==> src/rtl/alu_arbiter.sv <==
// Shares one registered ALU between NREQ requesters and routes each result back to the owner,
// with response backpressure. Define ALU_ARB_RR_EN for round-robin instead of fixed priority.
module alu_arbiter #(
   parameter int unsigned NREQ = 4,
   parameter int unsigned IW   = $clog2(NREQ)
) (
   input  logic               clk,
   input  logic               resetn,
   input  logic [NREQ-1:0]    req_valid,
   output logic [NREQ-1:0]    req_ready,
   input  logic [4*NREQ-1:0]  req_ctrl,
   input  logic [16*NREQ-1:0] req_a,
   input  logic [16*NREQ-1:0] req_b,
   output logic [NREQ-1:0]    rsp_valid,
   input  logic [NREQ-1:0]    rsp_ready,
   output logic [15:0]        rsp_data,
   output logic [3:0]         alu_ctrl,
   output logic [15:0]        alu_a,
   output logic [15:0]        alu_b,
   input  logic [15:0]        alu_y,
   output logic               busy
);

   typedef enum logic [1:0] {StIdle = 2'd0, StIssued = 2'd1, StHold = 2'd2} state_e;

   state_e          r_state;
   state_e          w_state_nxt;
   logic [IW-1:0]   r_owner;
   logic [IW-1:0]   w_owner_nxt;
   logic [15:0]     r_hold;
   logic [15:0]     w_hold_nxt;

   logic            w_pending;
   logic            w_own_rdy;
   logic            w_issue_ok;
   logic            w_found;
   logic            w_issue;
   logic [IW-1:0]   w_gnt_idx;
   logic [IW-1:0]   w_idx;

`ifdef ALU_ARB_RR_EN
   logic [IW-1:0]   r_rr;
   int unsigned     w_rr_sum;
`endif

   assign w_pending  = resetn & (r_state != StIdle);
   assign w_own_rdy  = rsp_ready[r_owner];
   // A new op may issue whenever the result slot is free or is being drained this cycle.
   assign w_issue_ok = resetn & ((r_state == StIdle) | w_own_rdy);

   always_comb begin
      w_found   = 1'b0;
      w_gnt_idx = '0;
      w_idx     = '0;
`ifdef ALU_ARB_RR_EN
      w_rr_sum  = 0;
`endif
      for (int unsigned k = 0; k < NREQ; k++) begin
`ifdef ALU_ARB_RR_EN
         w_rr_sum = (32'(r_rr) + k + 1) % NREQ;
         w_idx    = IW'(w_rr_sum);
`else
         w_idx    = IW'(k);
`endif
         if (!w_found && req_valid[w_idx]) begin
            w_found   = 1'b1;
            w_gnt_idx = w_idx;
         end
      end
   end

   assign w_issue   = w_issue_ok & w_found;
   assign req_ready = w_issue ? (NREQ'(1) << w_gnt_idx) : '0;
   assign alu_ctrl  = w_issue ? req_ctrl[{w_gnt_idx, 2'b00} +: 4] : '0;
   assign alu_a     = w_issue ? req_a[{w_gnt_idx, 4'b0000} +: 16] : '0;
   assign alu_b     = w_issue ? req_b[{w_gnt_idx, 4'b0000} +: 16] : '0;

   assign rsp_valid = w_pending ? (NREQ'(1) << r_owner) : '0;
   assign busy      = w_pending;

   always_comb begin
      rsp_data = 16'h0;
      if (resetn) begin
         unique case (r_state)
            StIssued: rsp_data = alu_y;
            StHold:   rsp_data = r_hold;
            default:  rsp_data = 16'h0;
         endcase
      end
   end

   always_comb begin
      w_state_nxt = r_state;
      w_owner_nxt = r_owner;
      w_hold_nxt  = r_hold;
      if (w_issue) begin
         w_state_nxt = StIssued;
         w_owner_nxt = w_gnt_idx;
      end else begin
         unique case (r_state)
            StIssued: begin
               if (w_own_rdy) begin
                  w_state_nxt = StIdle;
               end else begin
                  w_state_nxt = StHold;
                  w_hold_nxt  = alu_y;
               end
            end
            StHold: begin
               if (w_own_rdy) w_state_nxt = StIdle;
            end
            default: w_state_nxt = StIdle;
         endcase
      end
   end

   always_ff @(posedge clk or negedge resetn) begin
      if (!resetn) begin
         r_state <= StIdle;
         r_owner <= '0;
         r_hold  <= 16'h0;
      end else begin
         r_state <= w_state_nxt;
         r_owner <= w_owner_nxt;
         r_hold  <= w_hold_nxt;
      end
   end

`ifdef ALU_ARB_RR_EN
   always_ff @(posedge clk or negedge resetn) begin
      if (!resetn) begin
         r_rr <= IW'(NREQ - 1);
      end else if (w_issue) begin
         r_rr <= w_gnt_idx;
      end
   end
`endif

endmodule

==> config.mk <==
export PLATFORM = sky130hd
export DESIGN_NAME = alu_arbiter
export DESIGN_NICKNAME = d
export VERILOG_FILES = /design/src/rtl/alu_arbiter.sv
export SDC_FILE = /design/constraint.sdc
export NUM_CORES = 1
export LEC_CHECK = 0
export ABC_CLOCK_PERIOD_IN_PS = 2500
export CORE_AREA = 2 2 102 104
export CTS_CLUSTER_DIAMETER = 100
export DETAILED_ROUTE_END_ITERATION = 6
export DIE_AREA = 0 0 104 106
export PLACE_DENSITY = 0.83
export SETUP_SLACK_MARGIN = 0.5
export SLEW_MARGIN = 20
export SYNTH_ARGS = -nofsm -noshare
export SYNTH_HDL_FRONTEND = slang
export SYNTH_SLANG_ARGS = --single-unit
==> constraint.sdc <==
create_clock -name clk -period 2.5 [get_ports clk]
set_clock_uncertainty 0.1 [all_clocks]
set_input_delay 0.625 -clock clk [delete_from_list [all_inputs] [get_ports clk]]
set_output_delay 0.625 -clock clk [all_outputs]
set_load 0.01 [all_outputs]
==> results.py <==
metrics = {
    "finish": {
        "num_antenna_cells": 0,
        "final_area_um2": 6807,
        "nets": 893,
        "layout_common_cells": "clkdlybuf4s50_1, nand2_1, buf_6",
        "final_common_cell": "clkdlybuf4s50_1",
        "layout.area.seq_um2": 500.5,
        "fin_util_pct": 68.07,
        "syn_to_final_growth_pct": 119.4,
        "multiInputGateArea_um2": 2844,
        "drive_above_1_share_pct": 33.94,
        "num-fill-cells": 777,
    },
    "cts": {
        "cts_tree": "done",
        "h-tree-depth": 1,
        "cts.sinks": 20,
        "worst_skew_pair.late_latency_ns": 0.28,
        "cts_buffer_depth": 2,
        "numCtsBuffers": 3,
        "ctsRootBufferMaster": "clkbuf_8",
        "clk_pin_slew_worst_paths_ns": 0.09,
        "hold_buffers": 0,
    },
    "timing": {
        "tightestPinTransition_ns": 0.3865,
        "final_max_slew_viol_count": 0,
        "finalHoldViolCount": 0,
        "fmax_mhz": 358.5,
        "setup_viol": 67,
        "period_share_pct": 111.6,
        "timing.slew.headroom_pct": 74.06,
        "min_period_ns": 2.789,
        "rsz0062_at_grt": "yes",
        "layout_setup_ws_ns": -0.2893,
    },
    "worst_setup_path": {
        "crit_path_start_kind": "input pin",
        "crit_path_end_kind": "output port",
        "worstSetupPathType": "input pin to output port",
        "path_common_cell": "buf_6",
        "cp_slowest_cell": "mux4_2",
        "reg2reg_from": "r_owner[0]",
        "cpPeakStageDelay_ns": 0.54,
        "cp.required_ns": 1.77,
        "crit_chain": "buf_6, mux4_2, o21ai_4, buf_6, buf_12, buf_16, a31oi_2, clkbuf_2",
        "critPathLaunch": "rsp_ready[3]",
        "r2r_slack_ns": -0.11,
        "arrival_ns": 2.06,
        "cp_max_fo": 8,
    },
    "synthesis": {
        "ys_seq_area_share_pct": 16.14,
        "syn-cell-area_um2": 3102,
        "synth_nets": 610,
        "ys_types": 35,
        "syn_inst": 437,
        "avgSynthCellArea_um2": 7.098,
        "ys_ff_latch": 20,
        "yosysWarningCount": 0,
    },
    "global_route": {
        "antenna_found_initial": 0,
        "grt_max_degree": 69,
        "grt_usage_pct": 26.88,
        "grt_pass1_wl_um": 24040,
        "grt_pass1_vias": 4739,
        "overflow": 0,
    },
    "route": {
        "drc": 0,
        "drt_iter0_drc": 214,
        "met1_length_um": 6162,
        "highest_layer": "met4",
        "route.met2.wl_um": 8799,
        "wl_um": 16820,
        "post_drt_via_cell_ratio": 5.435,
        "routed-wl-met3_um": 1301,
        "vias": 4647,
        "ant_nets": 0,
        "wl_per_cell_um": 19.67,
        "first_pass_iters": 4,
    },
    "power": {
        "vdd_drop_max_mv": 0.3338,
        "p_leak_nw": 2.890,
        "p_per_area_nw_per_um2": 470.5,
    },
    "placed_design": {
        "place.detailed.hpwl_um": 10620,
        "dpl_worst_slack_ns": -0.8891,
        "placed_cell_area_um2": 6002,
        "gp_congestion": 0.9149,
        "io_buffer_count": 230,
    },
    "die": {
        "row_count": 37,
        "io_pins": 231,
        "fp.dieH_um": 106,
        "coreArea_um2": 10000,
        "start_util_pct": 31.02,
        "die_w_um": 104,
        "dieArea_um2": 11020,
    },
    "flow_run": {
        "max-cap-violations": 0,
    },
    "run_status": {
        "status": "finished with violations",
        "violations": "setup timing",
    },
    "min_path": {
        "hold_path_class": "input pin to asynchronous set/reset pin",
    },
}
## Yosys cell counts
cell      instances  area, um2
nand2_1          74      277.8
clkbuf_1         42      157.7
o21ai_0          41      205.2
a31oi_1          36      225.2
and3b_1          36      315.3
nor2b_1          35      219.0
a21o_1           33      247.7
nand3b_1         33      247.7
nor2_1           22      82.58
dfrtp_1          20      500.5
a22oi_1          16      120.1
mux2_4           10      150.1
mux2_2            8      90.09
inv_1             5      18.77
and2_1            3      18.77
ha_1              3      37.54
nor3_1            2      10.01
a21oi_1           1      5.000
a311oi_1          1      8.760
a311oi_4          1      26.28
and3_1            1      6.260
buf_1             1      3.750
buf_2             1      5.000
buf_6             1      11.26
buf_8             1      15.01
mux2i_1           1      10.01
mux4_2            1      22.52
nand2b_1          1      6.260
nor3b_1           1      7.510
nor4_1            1      6.260
o21a_1            1      7.510
o21ai_1           1      5.000
o22a_1            1      8.760
o41a_1            1      11.26
or4_4             1      11.26
## power breakdown
group	total, mW	internal [mW]	leakage (nW)	switching (mW)
combinational	2.25	1.32	2.61	0.927
clock	0.345	0.215	0.0357	0.130
sequential	0.610	0.474	0.240	0.137
total	3.20	2.01	2.89	1.19
## cell families after synthesis
| family | Yosys count | synth area share (%) |
|---|---|---|
| DFF | 20 | 16.14 |
| muxes | 20 | 8.794 |
| and+or+nand+nor | 210 | 38.97 |
| adders and majority gates | 3 | 1.210 |
| AOI/OAI and AO/OA | 133 | 28.08 |
| buffers and inverters | 51 | 6.817 |
## flip-flops by register name, summed over array words and instances (netlist names)
register and count:
r_state 2, r_owner 2, r_hold 16
## area by class of cell
cell class | count | share of cell area (%)
multi-input combinational | 366 | 41.78
inverter | 5 | 0.3125
tap | 136 | 2.500
timing repair buffer | 324 | 47.00
sequential | 20 | 7.353
clock buffer | 3 | 0.6066
clock inverter | 1 | 0.4412
## repair_timing
action	in CTS	in global routing
gates cloned	5	2
setup buffers	27	17
setup endpoints to repair	80	78
pin swaps	7	16
gates resized for setup	292	79
## critical path, delay by kind of cell
kind	cells	cell delay, ns
buffers and inverters	5	0.63
multiplexers	1	0.54
AO/OA/AOI/OAI	2	0.26
## stage by stage
stage          total power, mW  hold WS (ns)  TNS [ns]  std cells
2_1_floorplan            1.366        0.2294         0        437
3_3_place_gp             2.108        0.3892    -46.41        800
3_5_place_dp             2.166        0.3966    -48.69        800
4_1_cts                  2.862        0.3735    -9.413        836
5_1_grt                  3.316        0.4037    -12.65        855
6_report                 3.203        0.3917    -11.53        855
## path summary, 6_finish.rpt
path / end / cells after the start
max in group asynchronous: r_hold[15] / 4
worst max register to register: r_hold[1] / 9
worst min register to register: r_hold[5] / 1
min in group clk: r_hold[5] / 1
worst min-delay path: r_state[0] / 3
worst max-delay path: alu_a[6] / 8
## per-layer routing
layer / vias to the layer above / track usage [%]
met2: 243 / 51.60
met1: 2224 / 28.38
li1: 2129 / -
met4: 0 / 9.459
met3: 51 / 6.683
met5: - / 0
(Power assumes the default switching activity.)
